<file path="src/rtl/c2c_master_sequencer.sv">
`default_nettype none
// ============================================================================
// Module   : c2c_master_sequencer
// Purpose  : Chip-to-chip master that sends WORDS 3-bit words to a slave
//            using a four-phase request/ack and valid/ack handshake.
// Revision : 1.0
// ============================================================================
module c2c_master_sequencer #(
    parameter int WORDS   = 4,
    parameter int TIMEOUT = 1023
) (
    input  logic               clk,
    input  logic               rst_n,
    input  logic               start,
    input  logic [3*WORDS-1:0] payload,
    input  logic               ack,
    output logic               request,
    output logic               valid,
    output logic [2:0]         data_out,
    output logic [1:0]         state,
    output logic               busy,
    output logic               done,
    output logic               err
);

    localparam int              IDXW     = (WORDS > 1) ? $clog2(WORDS) : 1;
    localparam logic [IDXW-1:0] LAST_IDX = IDXW'(WORDS - 1);
    localparam logic [15:0]     TMO_LAST = 16'(TIMEOUT - 1);

    localparam logic [1:0] PH_IDLE = 2'b00;
    localparam logic [1:0] PH_HS   = 2'b01;
    localparam logic [1:0] PH_XFER = 2'b10;
    localparam logic [1:0] PH_FIN  = 2'b11;

    typedef enum logic [2:0] {
        S_IDLE     = 3'd0,
        S_REQ      = 3'd1,
        S_REQ_REL  = 3'd2,
        S_SEND     = 3'd3,
        S_DACK     = 3'd4,
        S_DACK_REL = 3'd5,
        S_FIN      = 3'd6,
        S_ERR      = 3'd7
    } fsm_t;

    fsm_t               fsm_q, fsm_d;
    logic               ack_meta_q, ack_s_q;
    logic [IDXW-1:0]    idx_q, idx_d;
    logic [15:0]        timer_q, timer_d;
    logic [3*WORDS-1:0] shadow_q, shadow_d;

    logic               request_q, request_d;
    logic               valid_q, valid_d;
    logic [2:0]         data_q, data_d;
    logic [1:0]         phase_q, phase_d;
    logic               busy_q, busy_d;
    logic               done_q, done_d;
    logic               err_q, err_d;

    logic               in_wait;
    logic               timer_hit;
    logic [2:0]         send_word;

    // ------------------------------------------------------------------
    // Next-state logic; a timeout wins over any same-cycle ack_s change.
    // ------------------------------------------------------------------
    always_comb begin
        fsm_d     = fsm_q;
        idx_d     = idx_q;
        shadow_d  = shadow_q;
        in_wait   = (fsm_q == S_REQ) || (fsm_q == S_REQ_REL) ||
                    (fsm_q == S_DACK) || (fsm_q == S_DACK_REL);
        timer_hit = in_wait && (timer_q == TMO_LAST);

        case (fsm_q)
            S_IDLE, S_ERR: begin
                if (start) begin
                    shadow_d = payload;
                    idx_d    = '0;
                    fsm_d    = S_REQ;
                end
            end
            S_REQ: begin
                if (timer_hit)    fsm_d = S_ERR;
                else if (ack_s_q) fsm_d = S_REQ_REL;
            end
            S_REQ_REL: begin
                if (timer_hit)     fsm_d = S_ERR;
                else if (!ack_s_q) fsm_d = S_SEND;
            end
            S_SEND: begin
                fsm_d = S_DACK;
            end
            S_DACK: begin
                if (timer_hit)    fsm_d = S_ERR;
                else if (ack_s_q) fsm_d = S_DACK_REL;
            end
            S_DACK_REL: begin
                if (timer_hit) begin
                    fsm_d = S_ERR;
                end else if (!ack_s_q) begin
                    if (idx_q == LAST_IDX) begin
                        fsm_d = S_FIN;
                    end else begin
                        idx_d = idx_q + 1'b1;
                        fsm_d = S_SEND;
                    end
                end
            end
            S_FIN: begin
                fsm_d = S_IDLE;
            end
            default: begin
                fsm_d = S_IDLE;
            end
        endcase
    end

    always_comb begin
        timer_d = 16'd0;
        if ((fsm_d == fsm_q) && in_wait) begin
            timer_d = timer_q + 16'd1;
        end
    end

    always_comb begin
        send_word = 3'b000;
        for (int k = 0; k < WORDS; k++) begin
            if (idx_d == IDXW'(k)) begin
                send_word = shadow_q[3*k +: 3];
            end
        end
    end

    // Outputs are decoded from the next state and registered alongside it,
    // so they line up with the state register without any input-to-output path.
    always_comb begin
        request_d = (fsm_d == S_REQ);
        valid_d   = (fsm_d == S_SEND) || (fsm_d == S_DACK);
        data_d    = data_q;
        if (fsm_d == S_SEND) begin
            data_d = send_word;
        end else if (fsm_d == S_ERR) begin
            data_d = 3'b000;
        end
        case (fsm_d)
            S_REQ, S_REQ_REL:               phase_d = PH_HS;
            S_SEND, S_DACK, S_DACK_REL:     phase_d = PH_XFER;
            S_FIN:                          phase_d = PH_FIN;
            default:                        phase_d = PH_IDLE;
        endcase
        busy_d = (fsm_d != S_IDLE) && (fsm_d != S_ERR);
        done_d = (fsm_d == S_FIN);
        err_d  = (fsm_d == S_ERR);
    end

    always_ff @(posedge clk or negedge rst_n) begin
        if (!rst_n) begin
            fsm_q      <= S_IDLE;
            ack_meta_q <= 1'b0;
            ack_s_q    <= 1'b0;
            idx_q      <= '0;
            timer_q    <= 16'd0;
            shadow_q   <= '0;
            request_q  <= 1'b0;
            valid_q    <= 1'b0;
            data_q     <= 3'b000;
            phase_q    <= PH_IDLE;
            busy_q     <= 1'b0;
            done_q     <= 1'b0;
            err_q      <= 1'b0;
        end else begin
            fsm_q      <= fsm_d;
            ack_meta_q <= ack;
            ack_s_q    <= ack_meta_q;
            idx_q      <= idx_d;
            timer_q    <= timer_d;
            shadow_q   <= shadow_d;
            request_q  <= request_d;
            valid_q    <= valid_d;
            data_q     <= data_d;
            phase_q    <= phase_d;
            busy_q     <= busy_d;
            done_q     <= done_d;
            err_q      <= err_d;
        end
    end

    assign request  = request_q;
    assign valid    = valid_q;
    assign data_out = data_q;
    assign state    = phase_q;
    assign busy     = busy_q;
    assign done     = done_q;
    assign err      = err_q;

endmodule
`default_nettype wire

</file>
<file path="config.mk">
export PLATFORM = sky130hd
export DESIGN_NAME = c2c_master_sequencer
export DESIGN_NICKNAME = d
export VERILOG_FILES = /design/src/rtl/c2c_master_sequencer.sv
export SDC_FILE = /design/constraint.sdc
export NUM_CORES = 1
export LEC_CHECK = 0
export CAP_MARGIN = 10
export CORE_MARGIN = 2
export CORE_UTILIZATION = 50
export CTS_BUF_LIST = sky130_fd_sc_hd__clkbuf_4 sky130_fd_sc_hd__clkbuf_8
export CTS_CLUSTER_SIZE = 8
export DETAILED_ROUTE_END_ITERATION = 6
export PLACE_DENSITY = 0.72
export SYNTH_ARGS = -nofsm -noshare
export SYNTH_HDL_FRONTEND = slang
export SYNTH_SLANG_ARGS = --single-unit
</file>
<file path="constraint.sdc">
create_clock -name clk -period 3.4 [get_ports clk]
set_input_delay 1.02 -clock clk [delete_from_list [all_inputs] [get_ports clk]]
set_output_delay 1.02 -clock clk [all_outputs]
set_load 0.02 [all_outputs]
</file>
After elaboration in Yosys (flattened, before gate mapping)

Index checks and enable logic that the tools add are counted.

Input port bits: 16
Output and inout port bits: 10
Bits in registers: 45
Word-level logic and storage cells: 75

$add $sub $neg: 2
Reduce and logical (&&, ||, !) cells: 15
Eq/ne operators: 21
Mux-type cells: 24

Operators with widths:

| cell                    | number |
|---|---|
| $mux W3                 | 16 |
| $eq A3 B3 Y1 const B    | 8 |
| $pmux W3 S7             | 1 |
| $add A16 B1 Y16 const B | 1 |
| $eq A16 B10 Y1 const B  | 1 |
| $mux W16                | 1 |
| $eq A3 B2 Y1 const B    | 4 |
| $mux W2                 | 4 |
| $eq A2 B2 Y1 const B    | 3 |
| $eq A3 B1 Y1 const B    | 2 |
| $pmux W2 S3             | 1 |
| $logic_or A1 B1 Y1      | 4 |
| $pmux W2 S2             | 1 |
| $reduce_or A2 Y1        | 2 |
| $eq A3 B3 Y1            | 1 |
| $logic_and A1 B1 Y1     | 3 |
| $logic_not A3 Y1        | 1 |
| $ne A3 B3 Y1 const B    | 1 |
| $reduce_bool A3 Y1      | 1 |
| $reduce_or A3 Y1        | 1 |
| $add A2 B1 Y2 const B   | 1 |
| $eq A2 B1 Y1 const B    | 1 |
| $logic_not A2 Y1        | 1 |
| $reduce_and A2 Y1       | 1 |
| $reduce_bool A2 Y1      | 1 |

Logic depth before layout (Yosys ltp)

Gate-level depths: netlist of the first run.

Word-level depth: 13
Depth in mapped cells: 10
Mapped depth without buffers: 9

Least setup slack after synthesis of the first run

No wires, ideal clock.

Path kind: in2reg
From: input port start
To: register timer_q[10]
Setup slack: 0.916 ns
Required time: 3.329 ns
Library setup time: 0.071 ns
Cell stages on the path: 7
Arrival time: 2.413 ns
Cells stage by stage: mux2i_1 mux2_2 a221o_1 buf_4 o32a_4 buf_6 nor2_1

Longest elaborated chain between the ends: 5

Ends and longest elaborated chain:

| element                | RTL line | text |
|---|---|---|
| start: declaration     | 14       | `input logic start,` |
| $mux W3                | 77       | `if (start) begin` |
| $pmux W3 S7            | 75       | `case (fsm_q)` |
| named net fsm_d[1]     | 46       | `fsm_t fsm_q, fsm_d;` |
| $eq A3 B3 Y1           | 121      | `if ((fsm_d == fsm_q) && in_wait) begin` |
| $logic_and A1 B1 Y1    | 121      |  |
| $mux W16               | 121      |  |
| named net timer_d[10]  | 49       | `logic [15:0] timer_q, timer_d;` |
| end signal: assignment | 177      | `timer_q <= timer_d;` |
| end: declaration       | 49       |  |

The timed path passes the listed nets, and every way through them passes these cells.
A chain may end at the register's enable or synchronous reset.

Worst setup path in the final report of the first run

From: input port start
To: register timer_q[15]

Longest elaborated chain between the ends: 5

Ends and longest elaborated chain:

| element               | RTL line |
|---|---|
| $mux W3               | 77 |
| $pmux W3 S7           | 75 |
| $eq A3 B3 Y1          | 121 |
| $logic_and A1 B1 Y1   | 121 |
| $mux W16              | 121 |
| named net timer_d[15] | 49 |

The timed path passes the listed nets, and every way through them passes these cells.

==> results of run 1 <==
[report_power, final]
part           switching, W  internal (W)
sequential         0.000153      0.000677
combinational      0.000432      0.000342
clock              0.000179      0.000248
total              0.000763       0.00127
[sequential cells by signal, indices dropped and copies added, names as in the netlist]
signal,cells
valid,1
busy,1
idx_q,2
ack_meta_q,1
request,1
data_out,3
ack_s_q,1
err,1
state,2
timer_q,16
fsm_q,3
done,1
shadow_q,12
[stage by stage]
stage / util (%) / total power [W] / setup WS (ns) / hold slack (ns)
after CTS: 61.1 / 0.00205 / 0.588 / 0.365
after global routing: 61.1 / 0.00219 / 0.477 / 0.376
after global placement: 58.4 / 0.00160 / 0.311 / 0.334
after floorplan: - / 0.00141 / 0.916 / 0.331
after detailed placement: 58.4 / 0.00162 / 0.259 / 0.346
final: 61.1 / 0.00203 / 0.573 / 0.363
[critical path: stages]
cell and delay, ns:
clkdlybuf4s50_1 0.56, mux2i_1 0.10, mux2_2 0.29, a221o_1 0.47, o32a_4 0.49, nor2_1 0.13
[cell usage in the layout, fill, tap and decap left out, types with 5 or more instances in the layout]
cell type / n
nor3_1: 8
xor2_1: 12
or4_1: 6
nor2_1: 32
dfrtp_1: 45
o21ai_0: 5
clkdlybuf4s50_1: 24
nand2_1: 48
clkbuf_8: 6
inv_1: 5
and3_1: 5
nand3_1: 7
[metal layers]
metal / GRT usage [%] / vias to the layer above / share of wire (%)
li1: - / 897 / -
met1: 25.3 / 827 / 49
met2: 30.2 / 36 / 46
met3: 4.17 / 6 / 3.9
met4: 7.76 / 0 / 1.7
met5: 0 / - / 0
[cell type report]
class                      instances  area share, %
clock inverter                     1           1.11
clock buffer                       7           3.34
sequential                        45           41.8
tap                               52           2.41
multi-input combinational        185           40.8
inverter                           6          0.882
timing repair buffer              27           9.65
[Yosys cell counts (2+ instances only)]
library cell,instances,share of area [%]
a211oi_1,2,0.65
a21boi_0,2,0.65
a21o_1,2,0.65
a21oi_1,4,0.86
a31oi_1,2,0.54
and2_1,2,0.54
and3_1,5,1.3
buf_2,2,0.43
buf_6,2,0.97
clkbuf_1,7,1.1
dfrtp_1,45,49
ha_1,2,1.1
inv_1,5,0.81
nand2_1,48,7.8
nand2b_1,2,0.54
nand3_1,7,1.5
nand4_1,4,1.1
nor2_1,32,5.2
nor2b_1,2,0.54
nor3_1,8,1.7
nor4_1,3,0.81
o211ai_1,3,0.97
o21ai_0,5,1.1
o21ai_1,2,0.43
o31ai_1,3,0.97
or3_1,3,0.81
or4_1,6,1.9
xnor2_1,4,1.5
xor2_1,12,4.5
[cells by family (layout without fill, tap and decap cells)]
family | after synthesis | count (layout)
mux | 2 | 2
simple gates | 130 | 130
compound gates | 35 | 35
buf+inv | 19 | 41
flops | 45 | 45
xor+xnor | 16 | 16
fa+ha+maj | 2 | 2
[worst paths after layout]
path	from	to	slack, ns	cells after the start
worst max-delay path	start	timer_q[15]$_DFF_PN0_	0.57	6
worst min-delay path	ack_meta_q$_DFF_PN0_	ack_s_q$_DFF_PN0_	0.36	0
worst max register to register	timer_q[0]$_DFF_PN0_	data_out[0]$_DFFE_PN0P_	0.79	9
worst min register to register	ack_meta_q$_DFF_PN0_	ack_s_q$_DFF_PN0_	0.36	0
max in group asynchronous	rst_n	timer_q[6]$_DFF_PN0_	1.92	1
min in group asynchronous	rst_n	timer_q[0]$_DFF_PN0_	0.88	1
==> metrics.txt, run 1 <==
# TYPE chip_impl_metric gauge
chip_impl_metric{name="final_antenna_net_count",unit=""} 0
chip_impl_metric{name="grt_overflow",unit=""} 0
chip_impl_metric{name="core_region_area",unit="mm^2"} 0.00441
chip_impl_info{name="critPathKind",value="primary input to flip-flop"} 1
chip_impl_metric{name="synth-simple-area-share",unit="%"} 27.5
chip_impl_metric{name="drt_iter0_drc",unit=""} 41
chip_impl_metric{name="detail_route.wirelength",unit="mm"} 4.28
chip_impl_info{name="timing.hold.worst.class",value="flip-flop to flip-flop"} 1
chip_impl_metric{name="max_slew_margin",unit="%"} 34.6
chip_impl_metric{name="area_of_placed_instances",unit="mm^2"} 0.00258
chip_impl_metric{name="synth_enable_flop_cells",unit=""} 0
chip_impl_metric{name="worst_slew_pin_slew",unit="ns"} 0.981
chip_impl_metric{name="final_estimated_routing_congestion_in_global_placement",unit=""} 0.737
chip_impl_metric{name="finalSetupViolations",unit=""} 0
chip_impl_metric{name="maximum_vdd_drop",unit="V"} 0.000358
chip_impl_info{name="worstSetupStartpointType",value="primary input"} 1
chip_impl_metric{name="crit_path_max_fanout",unit=""} 16
chip_impl_metric{name="cts-buffers-inserted",unit=""} 5
chip_impl_metric{name="synth.yosys.warnings",unit=""} 0
chip_impl_metric{name="synthesis.nets",unit=""} 267
chip_impl_metric{name="die_height",unit="um"} 72.1
chip_impl_metric{name="synth_mux_area_share",unit="%"} 0.916
chip_impl_metric{name="synthXorXnorAreaFrac",unit="%"} 6.04
chip_impl_metric{name="cts_setup_buffers",unit=""} 0
chip_impl_metric{name="layout-drive-gt1-share",unit="%"} 8.12
chip_impl_info{name="clock_tree_from_tritoncts",value="yes"} 1
chip_impl_metric{name="sum_of_negative_setup_slack",unit="ns"} 0
chip_impl_metric{name="cts-htree-levels",unit=""} 2
chip_impl_metric{name="timing_max_transition_violations_final",unit=""} 0
chip_impl_metric{name="maxCapViolCount",unit=""} 0
chip_impl_metric{name="static_leakage",unit="nW"} 1.19
chip_impl_metric{name="grt_pass1_vias",unit=""} 1707
chip_impl_metric{name="cp_data_arrival_time",unit="ns"} 3.06
chip_impl_metric{name="synth-adder-area-share",unit="%"} 1.08
chip_impl_metric{name="diodes",unit=""} 0
chip_impl_metric{name="placedCellCount",unit=""} 315
chip_impl_metric{name="async_reset_ff_share",unit="%"} 100
chip_impl_metric{name="min_period_over_period",unit="%"} 83.1
chip_impl_metric{name="num-nets-final",unit=""} 288
chip_impl_metric{name="multiInputGateArea",unit="mm^2"} 0.00110
chip_impl_metric{name="total_of_flip_flops_plus_latches_after_synthesis",unit=""} 45
chip_impl_metric{name="post_layout_nonfiller_instances",unit=""} 323
chip_impl_metric{name="post_drt_via_cell_ratio",unit=""} 5.47
chip_impl_metric{name="routed_wire_length_per_instance",unit="um"} 13.2
chip_impl_metric{name="insertion_delay",unit="ns"} 0.30
chip_impl_metric{name="die_x",unit="um"} 72.1
chip_impl_info{name="postSynth.topFlopCell",value="dfrtp_1"} 1
chip_impl_metric{name="grt_max_degree",unit=""} 46
chip_impl_metric{name="cts.sink_count",unit=""} 45
chip_impl_metric{name="syn2layout_area_growth",unit="%"} 16.2
chip_impl_metric{name="hpwlAfterDp",unit="mm"} 2.94
chip_impl_info{name="status",value="finished, final reports clean"} 1
chip_impl_metric{name="mean_area_per_synthesized_cell",unit="um^2"} 9.32
chip_impl_metric{name="timing.critical_path.required",unit="ns"} 3.64
chip_impl_metric{name="post_synth_inst_count",unit=""} 249
chip_impl_metric{name="design_area",unit="mm^2"} 0.00270
chip_impl_metric{name="first_pass_iters",unit=""} 4
chip_impl_metric{name="hold_buffers",unit=""} 0
chip_impl_info{name="clock-root-buffer",value="clkbuf_8"} 1
chip_impl_metric{name="worst_clock_skew",unit="ns"} 0.00496
chip_impl_metric{name="start_util",unit="%"} 52.6
chip_impl_metric{name="clk_path_buf_depth",unit=""} 2
chip_impl_metric{name="ioPinCount",unit=""} 26
chip_impl_metric{name="antenna_found_initial",unit=""} 0
chip_impl_metric{name="grt_first_pass_wirelength",unit="mm"} 7.77
chip_impl_metric{name="global_route_usage_over_all_layers",unit="%"} 19.0
chip_impl_metric{name="fmax",unit="GHz"} 0.354
chip_impl_metric{name="sequential_cell_area",unit="mm^2"} 0.00113
chip_impl_metric{name="compound_gate_portion_of_the_synthesized_area",unit="%"} 11.9
chip_impl_metric{name="ys_seq_area_share",unit="%"} 48.5
chip_impl_metric{name="post_synth_num_cell_types",unit=""} 52
chip_impl_metric{name="power.density",unit="mW/mm^2"} 753
chip_impl_metric{name="dr_total_vias",unit=""} 1766
chip_impl_metric{name="postCtsResizedCells",unit=""} 0
chip_impl_metric{name="hold_viol_final",unit=""} 0
chip_impl_metric{name="buffer_ports.inserted",unit=""} 25
chip_impl_metric{name="syn_area",unit="mm^2"} 0.00232
chip_impl_metric{name="floorplan.rows",unit=""} 24
chip_impl_info{name="grt_setup_unrepaired",value="false"} 1
chip_impl_info{name="synth_top_family_by_area",value="simple AND/OR/NAND/NOR gates"} 1
chip_impl_metric{name="die_area",unit="mm^2"} 0.00520
chip_impl_metric{name="post_route_minimum_period",unit="ns"} 2.83
chip_impl_info{name="crit_path_end_kind",value="flip-flop"} 1
chip_impl_metric{name="clk_pin_slew_worst_setup_hold_paths",unit="ns"} 0.08
chip_impl_metric{name="drc",unit=""} 0
chip_impl_metric{name="number_of_filler_cells_placed_in_the_layout",unit=""} 411
No activity file was read; power rests on OpenSTA's default activity.
==> inputs of run 2 (changes only) <==
==> constraint.sdc (replaced) <==
create_clock -name clk -period 2.7 [get_ports clk]
set_input_delay 0.81 -clock clk [delete_from_list [all_inputs] [get_ports clk]]
set_output_delay 0.81 -clock clk [all_outputs]
set_load 0.02 [all_outputs]
==> run 2 against run 1 <==
  * Sequential power up 22%
  * Global-route usage rose by 0.34 points
  * Register-to-register slack lost 0.60 ns
  * Combinational power grew 45%
  * Largest power group is now combinational logic
==> metrics.txt, run 2 (synthesized netlist as in run 1, its figures left out) <==
# TYPE chip_impl_metric gauge
chip_impl_info{name="status",value="finished, final reports clean"} 1
chip_impl_metric{name="die_height",unit="um"} 72.1
chip_impl_metric{name="setup.reg_to_reg.worst_slack",unit="ns"} 0.19
chip_impl_metric{name="cp_data_arrival_time",unit="ns"} 2.71
chip_impl_metric{name="cts_setup_buffers",unit=""} 0
chip_impl_metric{name="num-nets-final",unit=""} 302
chip_impl_metric{name="ioPinCount",unit=""} 26
chip_impl_info{name="layout_common_cells",value="48 x nand2_1, 45 x dfrtp_1, 32 x nor2_1"} 1
chip_impl_info{name="final_common_cell",value="nand2_1"} 1
chip_impl_info{name="timing.hold.worst.class",value="flip-flop to flip-flop"} 1
chip_impl_metric{name="die_area",unit="mm^2"} 0.00520
chip_impl_metric{name="min_period_over_period",unit="%"} 92.9
chip_impl_metric{name="postCtsResizedCells",unit=""} 0
chip_impl_metric{name="detail_route.wirelength",unit="mm"} 4.46
chip_impl_info{name="worstSetupStartpointType",value="flip-flop"} 1
chip_impl_metric{name="cts.sink_count",unit=""} 45
chip_impl_metric{name="finalSetupViolations",unit=""} 0
chip_impl_metric{name="floorplan.rows",unit=""} 24
chip_impl_metric{name="grt_overflow",unit=""} 0
chip_impl_metric{name="cts-buffers-inserted",unit=""} 5
chip_impl_metric{name="timing_max_transition_violations_final",unit=""} 0
chip_impl_info{name="critPathKind",value="flip-flop to flip-flop"} 1
chip_impl_metric{name="worst_slew_pin_slew",unit="ns"} 0.592
chip_impl_info{name="grt_setup_unrepaired",value="false"} 1
chip_impl_metric{name="final_estimated_routing_congestion_in_global_placement",unit=""} 0.805
chip_impl_metric{name="post_route_minimum_period",unit="ns"} 2.51
chip_impl_metric{name="static_leakage",unit="nW"} 1.25
chip_impl_metric{name="diodes",unit=""} 0
chip_impl_info{name="biggestRegsByFlops",value="timer_q: 16 flops, shadow_q: 12 flops"} 1
chip_impl_info{name="clock_tree_from_tritoncts",value="yes"} 1
chip_impl_metric{name="grt_first_pass_wirelength",unit="mm"} 7.76
chip_impl_metric{name="timing.critical_path.required",unit="ns"} 2.90
chip_impl_metric{name="cts-htree-levels",unit=""} 2
chip_impl_metric{name="worst_clock_skew",unit="ns"} 0.00894
chip_impl_metric{name="crit_path_max_fanout",unit=""} 8
chip_impl_metric{name="buffer_ports.inserted",unit=""} 25
chip_impl_metric{name="hpwlAfterDp",unit="mm"} 3.25
chip_impl_metric{name="start_util",unit="%"} 52.6
chip_impl_metric{name="final_antenna_net_count",unit=""} 0
chip_impl_metric{name="syn2layout_area_growth",unit="%"} 20.7
chip_impl_metric{name="sum_of_negative_setup_slack",unit="ns"} 0
chip_impl_metric{name="first_pass_iters",unit=""} 4
chip_impl_metric{name="hold_viol_final",unit=""} 0
chip_impl_metric{name="layout-drive-gt1-share",unit="%"} 12.6
chip_impl_metric{name="fmax",unit="GHz"} 0.399
chip_impl_metric{name="core_region_area",unit="mm^2"} 0.00441
chip_impl_info{name="top_register",value="timer_q"} 1
chip_impl_metric{name="drc",unit=""} 0
chip_impl_metric{name="post_drt_via_cell_ratio",unit=""} 5.40
chip_impl_metric{name="routed_wire_length_per_instance",unit="um"} 13.2
chip_impl_metric{name="number_of_filler_cells_placed_in_the_layout",unit=""} 381
chip_impl_metric{name="antenna_found_initial",unit=""} 0
chip_impl_metric{name="insertion_delay",unit="ns"} 0.30
chip_impl_metric{name="final_core_utilization",unit="%"} 63.5
chip_impl_metric{name="die_x",unit="um"} 72.1
chip_impl_info{name="clock-root-buffer",value="clkbuf_8"} 1
chip_impl_metric{name="hold_buffers",unit=""} 0
chip_impl_info{name="crit_path_end_kind",value="flip-flop"} 1
chip_impl_metric{name="max_slew_margin",unit="%"} 60.5
chip_impl_metric{name="power.density",unit="mW/mm^2"} 949
chip_impl_metric{name="post_layout_nonfiller_instances",unit=""} 337
chip_impl_metric{name="maxCapViolCount",unit=""} 0
chip_impl_metric{name="placedCellCount",unit=""} 329
chip_impl_metric{name="maximum_vdd_drop",unit="V"} 0.000507
chip_impl_metric{name="grt_pass1_vias",unit=""} 1735
chip_impl_metric{name="global_route_usage_over_all_layers",unit="%"} 19.3
chip_impl_metric{name="dr_total_vias",unit=""} 1821
chip_impl_metric{name="largest_register_ff_count",unit=""} 16
chip_impl_metric{name="clk_pin_slew_worst_setup_hold_paths",unit="ns"} 0.09
chip_impl_metric{name="clk_path_buf_depth",unit=""} 2
chip_impl_metric{name="grt_max_degree",unit=""} 20
chip_impl_metric{name="drt_iter0_drc",unit=""} 104
==> run 2: path summary, 6_finish.rpt <==
kind,from,end,cells after the start
min reg2reg,ack_meta_q$_DFF_PN0_,ack_s_q$_DFF_PN0_,0
max,timer_q[0]$_DFF_PN0_,data_out[2]$_DFFE_PN0P_,9
min,ack_meta_q$_DFF_PN0_,ack_s_q$_DFF_PN0_,0
max reg2reg,timer_q[0]$_DFF_PN0_,data_out[2]$_DFFE_PN0P_,9
min in group asynchronous,rst_n,valid$_DFF_PN0_,1
max in group asynchronous,rst_n,state[0]$_DFF_PN0_,2
==> run 2: metrics by stage <==
stage	hold slack [ns]	power, W	area, um^2	setup WS [ns]
floorplan	0.331	0.00177	2320	0.295
global placement	0.332	0.00213	2680	-0.0335
detailed placement	0.348	0.00215	2680	-0.0824
CTS	0.367	0.00268	2800	0.162
global route	0.383	0.00286	2800	0.0335
finish	0.366	0.00266	2800	0.192
==> run 2: cell type report <==
| class | instances | area (um^2) | area share (%) |
|---|---|---|---|
| Clock buffer | 6 | 82.6 | 2.95 |
| Clock inverter | 2 | 37.5 | 1.34 |
| Inverter | 6 | 23.8 | 0.849 |
| Multi-Input combinational cell | 185 | 1100 | 39.3 |
| Sequential cell | 45 | 1130 | 40.2 |
| Tap cell | 52 | 65.1 | 2.32 |
| Timing Repair Buffer | 41 | 365 | 13.0 |
==> run 2: where the power goes <==
group | internal (W) | switching [W] | total, W | leakage [nW]
Clock | 0.000301 | 0.000231 | 0.000532 | 0.0574
Sequential | 0.000853 | 0.000153 | 0.00101 | 0.590
Combinational | 0.000515 | 0.000607 | 0.00112 | 0.606
Total | 0.00167 | 0.000991 | 0.00266 | 1.25
==> run 2: routing by layer <==
layer	wire, um	track usage [%]	up-vias
met5	0	0	-
met4	66	8.18	0
met3	187	4.31	6
met2	2120	31.7	41
met1	2090	24.7	842
li1	-	-	932
==> run 2: worst max-delay path: stages, from the launching register on <==
cell and delay [ns]:
dfrtp_1 0.38, inv_1 0.06, ha_1 0.14, or4b_4 0.47, nor4_4 0.31, buf_4 0.23
a221o_1 0.27, o21ai_4 0.10, buf_4 0.18, o31ai_1 0.27
